**src/rtl/alu_mc_pkg.sv**
```systemverilog
// alu_mc_pkg: shared definitions for the multi-cycle ALU.
//   - opcode constants (6-bit alufn encoding)
//   - FSM state type and state constants
//   - add_sub_ovf(): signed two's-complement overflow check for ADD/SUB
// Optional macro: ALU_MC_DIV_EN (enables opcode OP_DIV in the datapath).
package alu_mc_pkg;

    localparam logic [5:0] OP_ADD = 6'b000000;
    localparam logic [5:0] OP_SUB = 6'b000001;
    localparam logic [5:0] OP_MUL = 6'b000010;
    localparam logic [5:0] OP_DIV = 6'b000011;
    localparam logic [5:0] OP_AND = 6'b000100;
    localparam logic [5:0] OP_OR  = 6'b000101;
    localparam logic [5:0] OP_XOR = 6'b000110;
    localparam logic [5:0] OP_SLL = 6'b001000;
    localparam logic [5:0] OP_SRL = 6'b001001;
    localparam logic [5:0] OP_SLT = 6'b001011;

    typedef logic [1:0] state_t;

    localparam state_t ST_IDLE = 2'd0;
    localparam state_t ST_BUSY = 2'd1;
    localparam state_t ST_DONE = 2'd2;

    // Only the sign bits matter: ADD overflows when the operands agree in sign,
    // SUB when they differ, and in both cases the result sign differs from a.
    function automatic logic add_sub_ovf(input logic a_msb, input logic b_msb,
                                         input logic r_msb, input logic is_sub);
        logic same_sign;
        same_sign = (a_msb == b_msb);
        return (is_sub ? !same_sign : same_sign) && (r_msb != a_msb);
    endfunction

endpackage

```
**src/rtl/alu_mc_iter.sv**
```systemverilog
// alu_mc_iter: shared iterative datapath for unsigned MUL (and DIV when enabled).
// Ports:
//   clk, rst_n      clock, asynchronous active-low reset
//   start_i         load operands and begin iterating (ignored-safe only when idle)
//   div_i           select division (present only with ALU_MC_DIV_EN)
//   a_i, b_i        operands (MUL: a*b, DIV: a/b)
//   done_o          high while the finished result is waiting to be taken
//   lo_o, hi_o      low/high halves of the accumulator (product or {rem, quotient})
// Optional macro: ALU_MC_DIV_EN adds restoring division, one quotient bit per cycle.
module alu_mc_iter
    import alu_mc_pkg::*;
#(
    parameter int WIDTH   = 32,
    parameter int MUL_BPC = 2
) (
    input  logic             clk,
    input  logic             rst_n,
    input  logic             start_i,
`ifdef ALU_MC_DIV_EN
    input  logic             div_i,
`endif
    input  logic [WIDTH-1:0] a_i,
    input  logic [WIDTH-1:0] b_i,
    output logic             done_o,
    output logic [WIDTH-1:0] lo_o,
    output logic [WIDTH-1:0] hi_o
);

    localparam int CntW = $clog2(WIDTH) + 1;
    localparam int SumW = WIDTH + MUL_BPC;
    localparam logic [CntW-1:0] MulSteps = CntW'(WIDTH / MUL_BPC);

    // acc_q holds {upper, lower}: for MUL the lower half starts as the multiplier
    // and is shifted out as product bits shift in; for DIV it is {rem, dividend/quotient}.
    logic [2*WIDTH-1:0] acc_q, acc_d;
    logic [WIDTH-1:0]   opb_q, opb_d;
    logic [CntW-1:0]    cnt_q, cnt_d;
    logic               run_q, run_d;

    logic [MUL_BPC-1:0] digit;
    logic [SumW-1:0]    mul_sum;
    logic [2*WIDTH-1:0] mul_next;
    logic [2*WIDTH-1:0] step_next;

`ifdef ALU_MC_DIV_EN
    logic               div_q, div_d;
    logic [WIDTH:0]     rem_sh;
    logic [WIDTH:0]     rem_diff;
    logic [2*WIDTH-1:0] div_next;
    localparam logic [CntW-1:0] DivSteps = CntW'(WIDTH);
`endif

    always_comb begin
        digit    = acc_q[MUL_BPC-1:0];
        // Upper half plus multiplicand*digit always fits in WIDTH+MUL_BPC bits.
        mul_sum  = SumW'(acc_q[2*WIDTH-1:WIDTH]) + SumW'(opb_q) * SumW'(digit);
        mul_next = {mul_sum, acc_q[WIDTH-1:MUL_BPC]};
        step_next = mul_next;
`ifdef ALU_MC_DIV_EN
        // Restoring step: shift {rem, q} left, try subtracting the divisor.
        // A zero divisor never borrows, so the quotient saturates to all ones.
        rem_sh   = {acc_q[2*WIDTH-1:WIDTH], acc_q[WIDTH-1]};
        rem_diff = rem_sh - {1'b0, opb_q};
        div_next = {(rem_diff[WIDTH] ? rem_sh[WIDTH-1:0] : rem_diff[WIDTH-1:0]),
                    acc_q[WIDTH-2:0], ~rem_diff[WIDTH]};
        if (div_q) begin
            step_next = div_next;
        end
`endif
    end

    always_comb begin
        acc_d = acc_q;
        opb_d = opb_q;
        cnt_d = cnt_q;
        run_d = run_q;
`ifdef ALU_MC_DIV_EN
        div_d = div_q;
`endif
        if (start_i) begin
            run_d = 1'b1;
`ifdef ALU_MC_DIV_EN
            div_d = div_i;
            if (div_i) begin
                acc_d = {{WIDTH{1'b0}}, a_i};
                opb_d = b_i;
                cnt_d = DivSteps;
            end else begin
                acc_d = {{WIDTH{1'b0}}, b_i};
                opb_d = a_i;
                cnt_d = MulSteps;
            end
`else
            acc_d = {{WIDTH{1'b0}}, b_i};
            opb_d = a_i;
            cnt_d = MulSteps;
`endif
        end else if (run_q) begin
            if (cnt_q != '0) begin
                acc_d = step_next;
                cnt_d = cnt_q - CntW'(1);
            end else begin
                // Result is taken by the parent on this edge.
                run_d = 1'b0;
            end
        end
    end

    always_ff @(posedge clk or negedge rst_n) begin
        if (!rst_n) begin
            acc_q <= '0;
            opb_q <= '0;
            cnt_q <= '0;
            run_q <= 1'b0;
`ifdef ALU_MC_DIV_EN
            div_q <= 1'b0;
`endif
        end else begin
            acc_q <= acc_d;
            opb_q <= opb_d;
            cnt_q <= cnt_d;
            run_q <= run_d;
`ifdef ALU_MC_DIV_EN
            div_q <= div_d;
`endif
        end
    end

    assign done_o = run_q && (cnt_q == '0);
    assign lo_o   = acc_q[WIDTH-1:0];
    assign hi_o   = acc_q[2*WIDTH-1:WIDTH];

endmodule

```
**src/rtl/alu_mc.sv**
```systemverilog
// alu_mc: multi-cycle ALU with valid/ready handshakes and registered results.
// Ports:
//   clk, rst_n            clock, asynchronous active-low reset
//   in_valid / in_ready   request handshake; a, b, alufn sampled on acceptance
//   a, b, alufn           operands and 6-bit opcode
//   out_valid / out_ready result handshake; outputs held stable until taken
//   otp, zero             result and (otp == 0)
//   overflow, illegal     overflow flag, unsupported opcode flag
// Optional macro: ALU_MC_DIV_EN enables unsigned DIV (opcode 000011).
module alu_mc
    import alu_mc_pkg::*;
#(
    parameter int WIDTH   = 32,
    parameter int MUL_BPC = 2
) (
    input  logic             clk,
    input  logic             rst_n,
    input  logic             in_valid,
    output logic             in_ready,
    input  logic [WIDTH-1:0] a,
    input  logic [WIDTH-1:0] b,
    input  logic [5:0]       alufn,
    output logic             out_valid,
    input  logic             out_ready,
    output logic [WIDTH-1:0] otp,
    output logic             zero,
    output logic             overflow,
    output logic             illegal
);

    localparam int ShW = $clog2(WIDTH);

    state_t           state_q, state_d;
    logic             init_q;
    logic [WIDTH-1:0] otp_q, otp_d;
    logic             zero_q, zero_d;
    logic             ovf_q, ovf_d;
    logic             ill_q, ill_d;

    logic [WIDTH-1:0] sum, diff;
    logic [WIDTH-1:0] sc_otp;
    logic             sc_ovf, sc_ill, is_multi, shamt_big, accept;
    logic             iter_done;
    logic [WIDTH-1:0] iter_lo, iter_hi;

`ifdef ALU_MC_DIV_EN
    logic is_div;
    logic div_q, div_d;
    logic divz_q, divz_d;
`endif

    // Single-cycle results come straight from the live inputs so they can be
    // registered on the acceptance edge.
    always_comb begin
        sum       = a + b;
        diff      = a - b;
        shamt_big = |b[WIDTH-1:ShW];
        sc_otp    = '0;
        sc_ovf    = 1'b0;
        sc_ill    = 1'b0;
        is_multi  = 1'b0;
        case (alufn)
            OP_ADD: begin
                sc_otp = sum;
                sc_ovf = add_sub_ovf(a[WIDTH-1], b[WIDTH-1], sum[WIDTH-1], 1'b0);
            end
            OP_SUB: begin
                sc_otp = diff;
                sc_ovf = add_sub_ovf(a[WIDTH-1], b[WIDTH-1], diff[WIDTH-1], 1'b1);
            end
            OP_MUL: is_multi = 1'b1;
`ifdef ALU_MC_DIV_EN
            OP_DIV: is_multi = 1'b1;
`endif
            OP_AND: sc_otp = a & b;
            OP_OR:  sc_otp = a | b;
            OP_XOR: sc_otp = a ^ b;
            OP_SLL: sc_otp = shamt_big ? '0 : (a << b[ShW-1:0]);
            OP_SRL: sc_otp = shamt_big ? '0 : (a >> b[ShW-1:0]);
            OP_SLT: sc_otp = {{(WIDTH-1){1'b0}}, ($signed(a) < $signed(b))};
            default: sc_ill = 1'b1;
        endcase
    end

`ifdef ALU_MC_DIV_EN
    assign is_div = (alufn == OP_DIV);
`endif

    // init_q keeps in_ready low while reset is asserted and until the first edge.
    assign in_ready  = init_q && ((state_q == ST_IDLE) ||
                                  ((state_q == ST_DONE) && out_ready));
    assign accept    = in_valid && in_ready;
    assign out_valid = (state_q == ST_DONE);

    alu_mc_iter #(
        .WIDTH   (WIDTH),
        .MUL_BPC (MUL_BPC)
    ) u_iter (
        .clk     (clk),
        .rst_n   (rst_n),
        .start_i (accept && is_multi),
`ifdef ALU_MC_DIV_EN
        .div_i   (is_div),
`endif
        .a_i     (a),
        .b_i     (b),
        .done_o  (iter_done),
        .lo_o    (iter_lo),
        .hi_o    (iter_hi)
    );

    always_comb begin
        state_d = state_q;
        otp_d   = otp_q;
        zero_d  = zero_q;
        ovf_d   = ovf_q;
        ill_d   = ill_q;
`ifdef ALU_MC_DIV_EN
        div_d   = div_q;
        divz_d  = divz_q;
`endif
        case (state_q)
            ST_BUSY: begin
                if (iter_done) begin
                    state_d = ST_DONE;
                    otp_d   = iter_lo;
                    zero_d  = (iter_lo == '0);
                    ill_d   = 1'b0;
                    ovf_d   = |iter_hi;
`ifdef ALU_MC_DIV_EN
                    if (div_q) begin
                        ovf_d = divz_q;
                    end
`endif
                end
            end
            ST_DONE: begin
                if (out_ready && !in_valid) begin
                    state_d = ST_IDLE;
                end
            end
            default: state_d = state_q;
        endcase

        if (accept) begin
            if (is_multi) begin
                state_d = ST_BUSY;
`ifdef ALU_MC_DIV_EN
                div_d   = is_div;
                divz_d  = (b == '0);
`endif
            end else begin
                state_d = ST_DONE;
                otp_d   = sc_otp;
                zero_d  = (sc_otp == '0);
                ovf_d   = sc_ovf;
                ill_d   = sc_ill;
            end
        end
    end

    always_ff @(posedge clk or negedge rst_n) begin
        if (!rst_n) begin
            state_q <= ST_IDLE;
            init_q  <= 1'b0;
            otp_q   <= '0;
            zero_q  <= 1'b0;
            ovf_q   <= 1'b0;
            ill_q   <= 1'b0;
`ifdef ALU_MC_DIV_EN
            div_q   <= 1'b0;
            divz_q  <= 1'b0;
`endif
        end else begin
            state_q <= state_d;
            init_q  <= 1'b1;
            otp_q   <= otp_d;
            zero_q  <= zero_d;
            ovf_q   <= ovf_d;
            ill_q   <= ill_d;
`ifdef ALU_MC_DIV_EN
            div_q   <= div_d;
            divz_q  <= divz_d;
`endif
        end
    end

    assign otp      = otp_q;
    assign zero     = zero_q;
    assign overflow = ovf_q;
    assign illegal  = ill_q;

endmodule
```
**config.mk**
```make
export PLATFORM = sky130hd
export DESIGN_NAME = alu_mc
export DESIGN_NICKNAME = d
export VERILOG_FILES = /design/src/rtl/alu_mc_pkg.sv /design/src/rtl/alu_mc_iter.sv /design/src/rtl/alu_mc.sv
export SDC_FILE = /design/constraint.sdc
export NUM_CORES = 1
export LEC_CHECK = 0
export CAP_MARGIN = 40
export CORE_MARGIN = 2
export CORE_UTILIZATION = 50
export DETAILED_ROUTE_END_ITERATION = 8
export GPL_TIMING_DRIVEN = 0
export PLACE_DENSITY = 0.69
export SLEW_MARGIN = 20
export SYNTH_ARGS = -nofsm -noshare
export SYNTH_HDL_FRONTEND = slang
export SYNTH_HIERARCHICAL = 1
export SYNTH_SLANG_ARGS = --single-unit
```
**constraint.sdc**
```tcl
create_clock -name clk -period 3.75 [get_ports clk]
set_input_delay 0.375 -clock clk [delete_from_list [all_inputs] [get_ports clk]]
set_output_delay 0.375 -clock clk [all_outputs]
set_load 0.005 [all_outputs]
```
==> results.yml, run 1 <==
outcome:
  outcome: "finished, violations left"
  violations: "negative setup slack"
place:
  port_buffers: 109
  dpl.hpwl_mm: 69.0
  dp.cells: 3013
  gp_congestion: 1.05
critical_path:
  required_ns: 4.08
  worstSetupStartpoint: "a[31]"
  r2r-end: "u_iter/acc_q[63]$_DFFE_PN0P_"
  critical_path_class: "input pin to flop"
  start_kind: "input pin"
  r2r-start: "u_iter/acc_q[0]$_DFFE_PN0P_"
  cp_max_fo: 8
  crit_path_end_kind: "flop"
  crit_arrival_ns: 4.34
  endpoint: "zero$_DFF_PN0_"
  worstRegToRegCells: 12
  r2r_setup_slack_ns: 0.10
worst_hold_path:
  hp-class: "input pin to flop"
flow_run:
  maxCapViolCount: 0
sta:
  max_slew.worst_pin.slew_ns: 0.893
  finalWorstSetupSlack_ns: -0.255
  rsz0062_at_grt: "yes"
  finalSetupViolCount: 2
  max_slew_margin_pct: 40.5
  timing.final.crit_share_pct: 107
  max_freq_ghz: 0.250
  hold-worst-slack_ns: 0.231
  hold_viol: 0
  fin_skew_ns: 0.00839
  fin_crit_ns: 4.00
  slew_violations: 0
detailed_routing:
  drt-initial-drc-count: 2584
  drc: 0
  postRouteAntennaNets: 0
  wl_per_cell_um: 28.9
  drt-vias-per-instance: 6.86
  wirelength_mm: 89.4
  first_pass_iters: 7
  vias: 21225
clocking:
  clock_latency_ns: 0.45
  clock_path_buffers: 2
  cts_max_level: 4
  clkTransAtPathRegs_ns: 0.06
  numCtsBuffers: 17
  cts_tree: "yes"
  clockRootBuffer: "clkbuf_16"
  cts_sinks: 141
logic_synthesis:
  synth_fp_nets: 2641
  synth_area_leaders: "dfrtp_1 (19%), ha_1 (9.8%), mux2i_1 (6.0%)"
  synthArstFlopShare_pct: 100
  netlist_area_um2: 19000
  avgSynthCellArea_um2: 7.97
  yosysWarnings: 6
  yosysTopAreaCell: "dfrtp_1"
  synthCells: 2384
  ys.flop_type: "dfrtp_1"
  yosys.cell_types.count: 98
  synth_top_cell_area_share_pct: 18.6
  ys_ff_latch: 141
  yosysSeqAreaShare_pct: 18.6
  synth-edff-count: 0
die:
  die_h_um: 199
  initial_core_util_pct: 50.6
  dieArea_um2: 39600
  core_um2: 37600
  rows: 71
  io_pins: 111
  dieWidth_um: 199
finish:
  area_delta_synth_final_pct: 20.2
  layout-drive-gt1-share_pct: 18.4
  diodes: 0
  num-fill-cells: 3384
  fin_cells: 3092
  nNetsFinal: 2826
global_route:
  grt_max_degree: 73
  gr-total-overflow: 0
  grt_use_total_pct: 45.0
  first_global_vias: 20639
  grt_pass1_wl_mm: 131
  antenna_found_initial: 3
pwr:
  irDropWorstVdd_mv: 0.382
  p_leak_nw: 10.0
  power_density_nw_per_um2: 375
==> logic make-up (layout without fill, tap and decap cells) <==
kind of cell / Yosys count / after routing / share of synthesized area, %
and+or+nand+nor: 733 / 733 / 18.3
AOI/OAI and AO/OA: 696 / 696 / 24.3
buffers and inverters: 359 / 556 / 7.62
muxes: 239 / 239 / 16.3
adders and majority gates: 183 / 183 / 13.4
DFF: 141 / 141 / 18.6
xor gates and xnor gates: 32 / 32 / 1.48
other: 1 / 1 / 0.0197
==> cells in the mapped netlist, types with 25 or more instances <==
cell      number
o211ai_1      38
o21ai_1       38
a211oi_1      32
clkbuf_1     117
nand3_1       29
nand4_1       32
dfrtp_1      141
inv_1        197
nor3_1        43
a21o_1        34
fa_1          34
mux2_2        77
ha_1         149
nor4_1        44
a21oi_1      165
nor2_1       153
mux2i_1      114
nor2b_1       25
nand2_1      293
o21ai_0      140
mux4_2        42
==> sequential cells by signal (all words and copies together) (netlist names) <==
register	cells
otp	32
u_iter/cnt_q	6
illegal	1
u_iter/opb_q	32
state_q	2
u_iter/acc_q	64
init_q	1
u_iter/run_q	1
zero	1
overflow	1
==> layout by cell type, fill, tap and decap left out, types with 13 or more instances in the layout <==
cell type and n:
mux4_2 42, ha_1 140, a21o_1 34, a22oi_1 15
xnor2_1 19, clkbuf_1 59, nand2b_1 16, o21ai_0 128
buf_4 66, nor4_1 35, nor2b_1 21, o22ai_1 15
inv_1 191, a211oi_1 25, o221ai_1 19, clkbuf_16 19
or3_1 19, xor2_1 13, mux2i_1 112, buf_2 28
nor3_1 37, a221oi_1 14, nand4_1 32, dfrtp_1 139
a21oi_1 155, clkdlybuf4s50_1 59, mux2_2 77, o21a_1 13
o211ai_1 38, fa_1 32, nand2_1 292, o21ai_1 47
nand3_1 28, nor2_1 148, and3_1 13, a31oi_1 15
o21bai_1 14, clkbuf_2 44, and2_1 16
==> worst max-delay path, stage by stage <==
cell	delay [ns]
dlygate4sd2_1	0.66
mux2i_1	0.40
mux4_2	0.57
o21ai_0	0.57
a21oi_1	0.24
o311ai_1	0.37
buf_2	0.25
nand4bb_4	0.17
nor4_4	0.05
nand4_1	0.19
nor4_1	0.09
and4_1	0.19
a41o_1	0.21
==> how the worst min path moves through the flow <==
stage,cells after the start,startpoint,slack [ns],end
final,3,b[1],0.23,u_iter/acc_q[1]$_DFFE_PN0P_
after global routing,3,b[1],0.22,u_iter/acc_q[1]$_DFFE_PN0P_
after CTS,3,b[0],0.23,u_iter/acc_q[0]$_DFFE_PN0P_
after detailed placement,1,rst_n,0.38,u_iter/opb_q[21]$_DFFE_PN0P_
after global placement,2,illegal$_DFF_PN0_,0.49,illegal$_DFF_PN0_
after floorplan,0,rst_n,0.08,illegal$_DFF_PN0_
==> final cells by class <==
class / instances / area, um2 / area share, %
plain buffers: 155 / 983 / 4.31
clock buffers: 22 / 474 / 2.08
clock inverters: 9 / 111 / 0.488
inverters: 198 / 758 / 3.32
multi-input cells: 1884 / 14800 / 64.9
flip-flops and latches: 141 / 3530 / 15.5
well taps: 511 / 639 / 2.80
repair buffers: 172 / 1530 / 6.68
==> metal layers <==
layer	vias up	part of all wire, %	global-route usage (%)
li1	9083	-	-
met1	10259	38	56.6
met2	1488	43	68.5
met3	395	11	11.1
met4	0	8.0	29.6
met5	-	0	0
==> through the flow <==
| stage | area (um2) | setup TNS, ns | setup slack, ns | power, mW | util (%) |
|---|---|---|---|---|---|
| after global placement | 20800 | -621.50 | -3.31 | 6.33 | 55.3 |
| after CTS | 22300 | -0.140 | -0.140 | 8.28 | 59.2 |
| after detailed placement | 20900 | -160.24 | -2.49 | 6.44 | 55.5 |
| after floorplan | 19000 | 0 | 0.000830 | 4.99 | - |
| after global routing | 22800 | -0.342 | -0.226 | 9.02 | 60.8 |
| final | 22800 | -0.281 | -0.255 | 8.55 | 60.8 |
==> power by group <==
part	total (mW)	internal [mW]	switching, mW
registers	2.34	1.94	0.401
clock network	1.72	1.03	0.691
logic	4.50	1.74	2.75
==> what timing repair did <==
item	4_1_cts	5_1_grt
pin swaps	25	36
hold endpoints to repair	71	0
gates resized for setup	284	171
hold buffers	1	0
setup buffers	17	34
endpoints found under the setup margin	135	79
(Power assumes the default switching activity.)
==> run 2, diff against run 1 <==
--- a/config.mk
+++ b/config.mk
@@ -7,10 +7,10 @@
 export LEC_CHECK = 0
 export CAP_MARGIN = 40
 export CORE_MARGIN = 2
-export CORE_UTILIZATION = 50
+export CORE_UTILIZATION = 49
 export DETAILED_ROUTE_END_ITERATION = 8
 export GPL_TIMING_DRIVEN = 0
-export PLACE_DENSITY = 0.69
+export PLACE_DENSITY = 0.68
 export SLEW_MARGIN = 20
 export SYNTH_ARGS = -nofsm -noshare
 export SYNTH_HDL_FRONTEND = slang
==> results.yml, run 2 (synthesized netlist as in run 1, its figures left out) <==
finish:
  num-fill-cells: 3664
  layout-drive-gt1-share_pct: 17.5
  area_delta_synth_final_pct: 19.0
  mostFrequentLayoutCell: "nand2_1"
  diodes: 0
  regMostFlops: "u_iter/acc_q"
  seq_area_um2: 3530
  multi_input_comb_area_um2: 14700
  nNetsFinal: 2806
  largest_reg_flops: 64
  final_cell_mix: "nand2_1 (292), inv_1 (191), a21oi_1 (154), nor2_1 (146), ha_1 (142)"
detailed_routing:
  vias: 21067
  drt-initial-drc-count: 2454
  wirelength_mm: 88.2
  first_pass_iters: 6
  wl_per_cell_um: 28.6
  drc: 0
  postRouteAntennaNets: 0
  drt-vias-per-instance: 6.84
place:
  port_buffers: 109
  dpl.hpwl_mm: 68.8
  gp_congestion: 1.08
clocking:
  numCtsBuffers: 17
  clock_path_buffers: 2
  cts_max_level: 4
  clockRootBuffer: "clkbuf_16"
  clock_latency_ns: 0.48
  cts_sinks: 141
  clkTransAtPathRegs_ns: 0.06
  cts_tree: "yes"
outcome:
  violations: "negative setup slack"
  outcome: "finished, violations left"
global_route:
  gr-total-overflow: 0
  grt_pass1_wl_mm: 131
  grt_max_degree: 89
  grt_use_total_pct: 43.2
  first_global_vias: 20284
  antenna_found_initial: 1
critical_path:
  r2r_setup_slack_ns: 0.04
  worst_path_max_delay_cell: "mux4_2"
  start_kind: "input pin"
  cp_top_family: "compound AO/OA/AOI/OAI gates"
  critPathMaxStageDelay_ns: 0.55
  required_ns: 4.17
  crit_arrival_ns: 4.43
  critical_path_class: "input pin to flop"
  cp_max_fo: 10
  crit_chain: "buf_6 > buf_12 > buf_4 > clkbuf_4 > mux4_2 > mux2i_1 > nor2_1 > a31oi_1 > a221o_1 > o21ai_0 > a221oi_2 > nand4_1 > nor4_1 > and4_1 > a41o_1"
  crit_path_end_kind: "flop"
  cp_num_buf_inv: 4
sta:
  finalSetupViolCount: 2
  fin_crit_ns: 4.01
  slew_violations: 0
  finalWorstSetupSlack_ns: -0.262
  tns_ns: -0.394
  timing.final.crit_share_pct: 107
  max_slew_margin_pct: 39.2
  fin_skew_ns: 0.0130
  max_freq_ghz: 0.249
  rsz0062_at_grt: "yes"
  max_slew.worst_pin.slew_ns: 0.912
  hold_viol: 0
pwr:
  p_comb_share_pct: 52.1
  clockPowerShare_pct: 20.8
  swShare_pct: 46.2
  power_density_nw_per_um2: 378
  power_switching_mw: 3.95
  power_mw: 8.54
  p_leak_nw: 9.92
  p_int_mw: 4.59
  p_seq_share_pct: 27.1
  irDropWorstVdd_mv: 0.362
worst_hold_path:
  hp-class: "input pin to flop"
die:
  io_pins: 111
  dieArea_um2: 40400
  die_h_um: 201
  initial_core_util_pct: 49.4
  rows: 72
  core_um2: 38500
  dieWidth_um: 201
flow_run:
  maxCapViolCount: 0
[run 2: final timing paths]
check                           cells after the start                      endpoint                   startpoint
min in group asynchronous                           2  u_iter/opb_q[10]$_DFFE_PN0P_                        rst_n
worst max-delay path                               15                zero$_DFF_PN0_                         b[0]
max in group asynchronous                           3             otp[27]$_DFF_PN0_                        rst_n
worst max register to register                     12  u_iter/acc_q[63]$_DFFE_PN0P_  u_iter/acc_q[1]$_DFFE_PN0P_
worst min-delay path                                3   u_iter/acc_q[0]$_DFFE_PN0P_                         b[0]
worst min register to register                      1   u_iter/opb_q[0]$_DFFE_PN0P_  u_iter/opb_q[0]$_DFFE_PN0P_
[run 2: timing repair]
item | in CTS | in global routing
setup endpoints to repair | 135 | 66
setup buffers | 18 | 15
hold buffers | 1 | 0
hold endpoints to repair | 53 | 0
pin swaps | 25 | 27
gates resized for setup | 279 | 129
[run 2: metal layers]
metal	up-vias	track usage (%)	wire, um
met3	317	11.4	9810
li1	9053	-	-
met4	2	22.7	5670
met2	1413	66.3	38200
met1	10282	55.8	34400
met5	-	0	9
[run 2: worst register-to-register path, delay by kind of cell (launching register included)]
| kind | cells | cell delay (ns) |
|---|---|---|
| AND/OR/NAND/NOR | 2 | 0.43 |
| buffers and inverters | 1 | 0.05 |
| flip-flops | 1 | 0.43 |
| AO/OA/AOI/OAI | 6 | 1.57 |
| adder cells (fa/ha/maj) | 3 | 1.16 |
[run 2: power by group through the flow]
stage / combinational, mW / sequential [mW] / clock [mW]
after global placement: 4.05 / 2.33 / 0
after floorplan: 2.79 / 2.20 / 0
after CTS: 4.24 / 2.32 / 1.79
after detailed placement: 4.10 / 2.34 / 0
final: 4.45 / 2.32 / 1.78
after global routing: 4.84 / 2.37 / 1.85
[run 2: metrics by stage]
step	instance area (um2)	hold WS [ns]	utilization [%]	setup slack, ns	cells
finish	22600	0.210	58.8	-0.262	3080
global route	22600	0.203	58.8	-0.189	3080
CTS	22200	0.189	57.7	-0.0753	3065
detailed placement	20900	0.330	54.3	-2.23	3018
global placement	20800	0.493	54.0	-3.61	3011
floorplan	19000	0.0794	-	0.000830	2384
[run 2: area by class of cell]
| cell class | instances | share of cell area, % |
|---|---|---|
| clock buffer | 17 | 1.88 |
| inverter | 198 | 3.34 |
| timing repair buffer | 151 | 6.19 |
| tap | 518 | 2.87 |
| buffer | 156 | 4.31 |
| clock inverter | 15 | 0.747 |
| sequential | 141 | 15.6 |
| multi-input combinational | 1884 | 65.1 |
